<file path="src/rtl/miriscv_irq_pkg.sv">
// Shared types and constants for the miriscv interrupt controller.
// Contents: FSM state enum, mcause interrupt flag position, default sizes.
package miriscv_irq_pkg;

    typedef enum logic [2:0] {
        IDLE,
        REQ,
        SERVICE,
        FIN,
        GUARD
    } irq_state_t;

    localparam int MCAUSE_INT_BIT  = 31;
    localparam int IRQ_NUM_DEF     = 32;
    localparam int MCAUSE_BASE_DEF = 16;

endpackage

</file>
<file path="src/rtl/miriscv_prio_enc.sv">
// Lowest-index-first priority encoder (purely combinational).
// Ports: req_i request vector; valid_o any bit set; idx_o winning index.
module miriscv_prio_enc #(
    parameter int N  = 32,
    parameter int IW = (N > 1) ? $clog2(N) : 1
) (
    input  logic [N-1:0]  req_i,
    output logic          valid_o,
    output logic [IW-1:0] idx_o
);

    // Scan downward so the lowest set index is written last and wins.
    always_comb begin
        valid_o = |req_i;
        idx_o   = '0;
        for (int i = N - 1; i >= 0; i--) begin
            if (req_i[i]) begin
                idx_o = IW'(i);
            end
        end
    end

endmodule

</file>
<file path="src/rtl/miriscv_irq_ctrl.sv">
// Fixed-priority, non-nesting interrupt controller in front of the core.
// Ports: clk_i, rst_n_i (sync, active-low), int_req_i, mie_i,
//   mstatus_mie_i, irq_ack_i, mret_i -> irq_o, mcause_o, int_fin_o.
module miriscv_irq_ctrl
    import miriscv_irq_pkg::*;
#(
    parameter int IRQ_NUM     = IRQ_NUM_DEF,
    parameter int MCAUSE_BASE = MCAUSE_BASE_DEF
) (
    input  logic               clk_i,
    input  logic               rst_n_i,
    input  logic [IRQ_NUM-1:0] int_req_i,
    input  logic [IRQ_NUM-1:0] mie_i,
    input  logic               mstatus_mie_i,
    input  logic               irq_ack_i,
    input  logic               mret_i,
    output logic               irq_o,
    output logic [31:0]        mcause_o,
    output logic [IRQ_NUM-1:0] int_fin_o
);

    localparam int IW = (IRQ_NUM > 1) ? $clog2(IRQ_NUM) : 1;

    irq_state_t state_q, state_d;

    logic [IW-1:0]      id_q, id_d;
    logic               irq_q, irq_d;
    logic [31:0]        mcause_q, mcause_d;
    logic [IRQ_NUM-1:0] fin_q, fin_d;

    logic [IRQ_NUM-1:0] pending;
    logic               cand_vld;
    logic [IW-1:0]      cand_idx;
    logic [30:0]        cand_code;

    assign pending   = int_req_i & mie_i;
    assign cand_code = 31'(MCAUSE_BASE) + 31'(cand_idx);

    miriscv_prio_enc #(
        .N  (IRQ_NUM),
        .IW (IW)
    ) u_prio_enc (
        .req_i   (pending),
        .valid_o (cand_vld),
        .idx_o   (cand_idx)
    );

    always_comb begin
        state_d  = state_q;
        id_d     = id_q;
        irq_d    = irq_q;
        mcause_d = mcause_q;
        fin_d    = '0;

        unique case (state_q)
            IDLE: begin
                if (mstatus_mie_i && cand_vld) begin
                    id_d                     = cand_idx;
                    mcause_d                 = '0;
                    mcause_d[30:0]           = cand_code;
                    mcause_d[MCAUSE_INT_BIT] = 1'b1;
                    irq_d                    = 1'b1;
                    state_d                  = REQ;
                end
            end
            // Request is latched: mask or source changes cannot withdraw it,
            // and an mret here belongs to no trap of ours.
            REQ: begin
                if (irq_ack_i) begin
                    irq_d   = 1'b0;
                    state_d = SERVICE;
                end
            end
            SERVICE: begin
                if (mret_i) begin
                    fin_d[id_q] = 1'b1;
                    state_d     = FIN;
                end
            end
            FIN: begin
                state_d = GUARD;
            end
            // Gives the finished source a cycle to drop its level request.
            GUARD: begin
                state_d = IDLE;
            end
            default: begin
                state_d = IDLE;
            end
        endcase
    end

    always_ff @(posedge clk_i) begin
        if (!rst_n_i) begin
            state_q  <= IDLE;
            id_q     <= '0;
            irq_q    <= 1'b0;
            mcause_q <= '0;
            fin_q    <= '0;
        end else begin
            state_q  <= state_d;
            id_q     <= id_d;
            irq_q    <= irq_d;
            mcause_q <= mcause_d;
            fin_q    <= fin_d;
        end
    end

    assign irq_o     = irq_q;
    assign mcause_o  = mcause_q;
    assign int_fin_o = fin_q;

endmodule

</file>
<file path="config.mk">
export PLATFORM = sky130hd
export DESIGN_NAME = miriscv_irq_ctrl
export DESIGN_NICKNAME = d
export VERILOG_FILES = /design/src/rtl/miriscv_irq_pkg.sv /design/src/rtl/miriscv_prio_enc.sv /design/src/rtl/miriscv_irq_ctrl.sv
export SDC_FILE = /design/constraint.sdc
export NUM_CORES = 1
export LEC_CHECK = 0
export BUFFER_PORTS_ARGS = -buffer_cell sky130_fd_sc_hd__buf_2
export CORE_AREA = 5 5 82 99
export DETAILED_ROUTE_END_ITERATION = 7
export DIE_AREA = 0 0 87 104
export PLACE_DENSITY = 0.67
export SYNTH_ARGS = -nofsm -noshare
export SYNTH_HDL_FRONTEND = slang
export SYNTH_SLANG_ARGS = --single-unit
</file>
<file path="constraint.sdc">
create_clock -name clk_i -period 2.16 [get_ports clk_i]
set_input_delay 0.432 -clock clk_i [delete_from_list [all_inputs] [get_ports clk_i]]
set_output_delay 0.432 -clock clk_i [all_outputs]
set_load 0.05 [all_outputs]
</file>
# Yosys cells after proc, flatten, opt, wreduce, memory -nomap -nowiden
# Index checks and enable logic that the tools add are counted.
# totals
register_bits	73
inputBits	69
word_cells	65
out_inout_bits	65
# classes
n_eq_ne	6
muxes	41
n_addsub	1
order_cmp	2
n_reduce_logical	9
bitwise_logic	1
# ops
cell	n
two-way mux 5 bit	32
bitwise AND 32 bit	1
OR reduction 32 bit	1
one-hot mux 3 bit (4 select lines)	1
two-way mux 3 bit	3
AND reduction 3 bit	3
adder 5 x 5 -> 6 bit (first input constant)	1
== test 3 x 2 -> 1 bit (second input constant)	2
less-than comparator 5 x 6 -> 1 bit (second input constant)	1
inequality test 2 bit (second input constant)	3
demux 1 bit (select 5 bit)	1
greater-or-equal comparator 5 x 1 -> 1 bit (second input constant)	1
== test 3 x 1 -> 1 bit (second input constant)	1
logical NOT 3 bit	1
two-way mux 1 bit	3
logical AND 1 bit	2
one-hot mux 1 bit (2 select lines)	1
AND reduction 2 bit	1
nonzero test 2 bit	1

# Longest topological paths before layout
# depth
depth_word	34
ltp_mapped	6
ltp_nobuf	6

# Cells and area by module
# From an unflattened synthesis, not the netlist that was laid out.
# hier_totals
hier_cells	254
hier_area_um2	2225.9
# by_module_without_submodules
mod	cells_each	area_per_inst_um2	n_inst	seq_area_each_um2
miriscv_irq_ctrl	189	1840.5	1	860.8
miriscv_prio_enc	65	385.4	1	0.0

# Least setup slack after synthesis
# OpenSTA, ideal clock, no wires.
# synth_path
path_type	input to register
start	input int_req_i[9]
end	register id_q[2]
required_time_ns	2.044
t_arrival_ns	1.678
setup_ns	0.116
n_path_buf	0
cell_stages	5
setup_slack_ns	0.365
cell_sequence	a22o_2 > nor4_4 > nand3_2 > o31a_1 > a41o_1
# synth_via
elab_chain_len	11
word_cells_on_any_way	14
cone_classes	mux: 10; bitwise: 1; reduce/logical: 3
# synth_lines
item	line_no	source
start: declaration	miriscv_irq_ctrl.sv:12	input logic [IRQ_NUM-1:0] int_req_i,
bitwise AND 32 bit *	miriscv_irq_ctrl.sv:36	assign pending = int_req_i & mie_i;
two-way mux 5 bit (10 in a row)	miriscv_prio_enc.sv:17	if (req_i[i]) begin
end signal: assignment	miriscv_irq_ctrl.sv:102	id_q <= id_d;
end: declaration	miriscv_irq_ctrl.sv:26	logic [IW-1:0] id_q, id_d;
# Mark *: on every way between the ends. The rest lies on a longest branch, timed or not.
# A chain may end at the register's enable or synchronous reset.

# Worst setup path in the final report
# layout_path
start	input int_req_i[21]
end	register mcause_q[4] (netlist: mcause_o[4])
# layout_via
elab_chain_len	24
word_cells_on_any_way	27
cone_classes	add/sub: 1; mux: 22; bitwise: 1; reduce/logical: 3
# layout_lines
item	line_no	source
bitwise AND 32 bit *	miriscv_irq_ctrl.sv:36	
two-way mux 5 bit (22 in a row)	miriscv_prio_enc.sv:17	
adder 5 x 5 -> 6 bit	miriscv_irq_ctrl.sv:37	assign cand_code = 31'(MCAUSE_BASE) + 31'(cand_idx);
end signal: assignment	miriscv_irq_ctrl.sv:104	mcause_q <= mcause_d;
end: declaration	miriscv_irq_ctrl.sv:28	logic [31:0] mcause_q, mcause_d;
# Marks and branches as above.

==> metrics.md <==
| Metric | Value |
|---|---|
| Cell leakage power | about 1.3 nW |
| DRC violations left | 0 |
| Yosys warns | 0 |
| Nets@finish | about 420 |
| Worst-Skew Late Latency | 290 ps |
| Status | complete, no violations |
| Initial detailed-routing violation count | 73 |
| Initial Util | approximately 29% |
| Critical setup path kind | in -> reg |
| Avg Vias per Cell | 4.64 |
| CTS root buf | clkbuf_8 |
| Final setup viols | 0 |
| Final period utilization | ~80% |
| Final Routed Wirelength | 5.81 mm |
| Yosys cell types | 44 |
| Peak supply drop | around 350 uV |
| Hold Crit Class | in -> reg |
| RSZ-0062 raised after global routing | no |
| Setup Skew | approximately 2.3 ps |
| CTS sink cnt | 43 |
| Crit-path cells | buf_2 > a22oi_1 > nand3_1 > or2_2 > o31ai_4 > nand2_1 > a21boi_0 |
| EDFF count, synth | 0 |
| Synth Flop Type | dfxtp_1 |
| Remaining global-route overflow | 0 |
| Final worst slack | ~430 ps |
| Port Buf Inserts | 108 |
| Pin count of the biggest net entering global routing | 14 |
| Max Fclk | between 500 and 600 MHz |
| Final Slew Violations | 0 |
| Vias in the first global route | 2085 |
| Filler Cells Inserted | between 700 and 800 |
| Post-CTS Setup Inserts | 0 |
| CTS HTree Levels | 2 |
| Layout cell share with drive strength beyond 1 | a little under two fifths |
| DR pass1 iterations | 4 |
| Register area | 861 um^2 |
| CTS Hold Bufs | 0 |
| Largest fanout on the critical path | 6 |
| Area of the multi-input gates | between 1000 and 1500 um^2 |
| Design area | around 2700 um^2 |
| GPL Wtd Cong | 0.744 |
| Antenna diodes | 0 |
| CP Capture Type | register |
| Core ar. | 7100 um^2 |
| CP max stage delay | 380 ps |
| Mapped cell area | just over 2000 um^2 |
| Critical Path RT | roughly 2400 ps |
| CP arrival | 1940 ps |
| Met1 usage | ~14% |
| Standard-cell rows | 34 |
| Pre-CTS setup slack | around 120 ps |
| Die H | around 100 um |
| Fin Setup TNS | 0 ps |
| IO Pins | between 100 and 150 |
| CTS tree | built |
| Area Growth Syn to Fin | 31.5% |
| Via Count | roughly 2100 |
| Grt met2 use | about 22% |
| Chip width | 87 um |
| Antenna viol nets, final | 0 |
| Endpoints failing hold | 0 |
| First-pass GRT wire length | approximately 9 mm |
| Post_cts resized | 0 |
| Die footprint | between 9000 and 10000 um^2 |
| Mapped Cells | ~240 |
| Clk pin slew, worst setup/hold paths | 80 ps |
| Placed wire-length estimate | around 5.0 mm |
| CP bufs+invs | 1 |
| Bufs on Longest Clock Path | 2 |
| Tot GR Track Use | around an eighth |
| Synth async-reset ratio | 0% |
| Seq cells post-synth | 43 |
| Total design power | approximately 0.0017 W |
| Max_cap viols | 0 |
| Power per cell area | around 650 nW/um^2 |
| Seq/Total Area, Yosys | a little over two fifths |
| Grt met3 use | slightly above 3% |
| Startpoint types | primary input |
| Num CTS Buffers | 5 |
| Critical Path Slowest Stage Cell | or2_2 |
| Syn Area/Cell | 8.48 um^2 |
| Initial antenna violation count | 0 |
| Area of placed instances | about 2600 um^2 |
| Crit path time final | ~1700 ps |
| Most Used Layer, Global Route | met2 |
| Cell family with the largest share of critical-path delay | compound AO/OA/AOI/OAI gates |
| Drt wl/cell | between 10 and 15 um |
Yosys cell counts, drive strengths merged (2+ instances only):
cell type  count  area (um^2)
a21boi         4         30.0
nor2b          5         31.3
nor2          37          139
or2            2         12.5
clkbuf         2         7.51
a21oi         11         55.1
inv            3         11.3
a31oi          2         12.5
dfxtp         43          861
nand3         13         70.1
o21a           2         15.0
nand2         36          135
a22o           6         67.6
nor4b          2         23.8
o21ai          3         15.0
nand4          2         12.5
buf           28          199
a32oi          4         35.0
o31ai          3         36.3
a22oi          8         65.1
o311ai         2         17.5
nand2b         5         31.3
nor4           3         33.8
a222oi         2         20.0
worst min-delay path, delay by kind of cell:
kind | cells | cell delay [ps]
compound gates | 1 | 60
simple gates | 1 | 80
buf+inv | 1 | 120
through the flow:
step / util [%] / std cells / hold WS (ps)
detailed placement: 36.7 / 436 / 462
floorplan: - / 265 / 493
global route: 37.8 / 444 / 456
global placement: 36.7 / 436 / 454
CTS: 37.8 / 444 / 432
finish: 37.8 / 444 / 437
per-layer routing:
metal	vias to the layer above	share of wire [%]
met3	5	11
met5	-	0
met4	0	1.0
met2	115	50
met1	905	39
li1	1034	-
state kept, by name, indices dropped and copies added (netlist names):
signal / flops
int_fin_o: 32
id_q: 4
state_q: 3
irq_o: 1
mcause_o: 3
final timing paths:
| path | slack [ps] | cells past startpoint | endpoint | from |
|---|---|---|---|---|
| worst max-delay path | 430 | 7 | mcause_o[4] | int_req_i[21] |
| worst min-delay path | 440 | 3 | state_q[1] | irq_ack_i |
| worst max register to register | 560 | 4 | id_q[2] | state_q[0] |
| worst min register to register | 470 | 1 | mcause_o[31] | mcause_o[31] |
area by class of cell:
type / instances / share of cell area [%]
Sequential cell: 43 / 32.0
Multi-Input combinational cell: 189 / 39.3
Clock buffer: 6 / 2.70
Timing Repair Buffer: 111 / 20.9
Tap cell: 90 / 4.19
Clock inverter: 2 / 0.465
Inverter: 3 / 0.419
cells in the final DEF, fill, tap and decap left out, types with 4 or more instances in the layout:
cell and count:
a32oi_1 4, a21boi_0 4, nand2_1 36, a22o_2 5
dfxtp_1 43, a22oi_1 7, nor2_1 37, conb_1 25
nand2b_1 5, nand3_1 12, clkbuf_8 5, a21oi_1 11
nor2b_1 5, buf_2 108
kinds of logic after synthesis:
family                 synth area share [%]
AOI/OAI and AO/OA                      22.2
buffers and inverters                  10.6
DFF                                    42.1
other                                 0.183
and+or+nand+nor                        24.9
power breakdown:
| part | leakage, nW | total [W] | switching [W] | internal [W] |
|---|---|---|---|---|
| clock | 0.0412 | 0.000485 | 0.000259 | 0.000226 |
| combinational | 0.931 | 0.000421 | 0.000290 | 0.000131 |
| sequential | 0.348 | 0.000831 | 0.0000214 | 0.000809 |
Power figures use the tool's default switching activity.
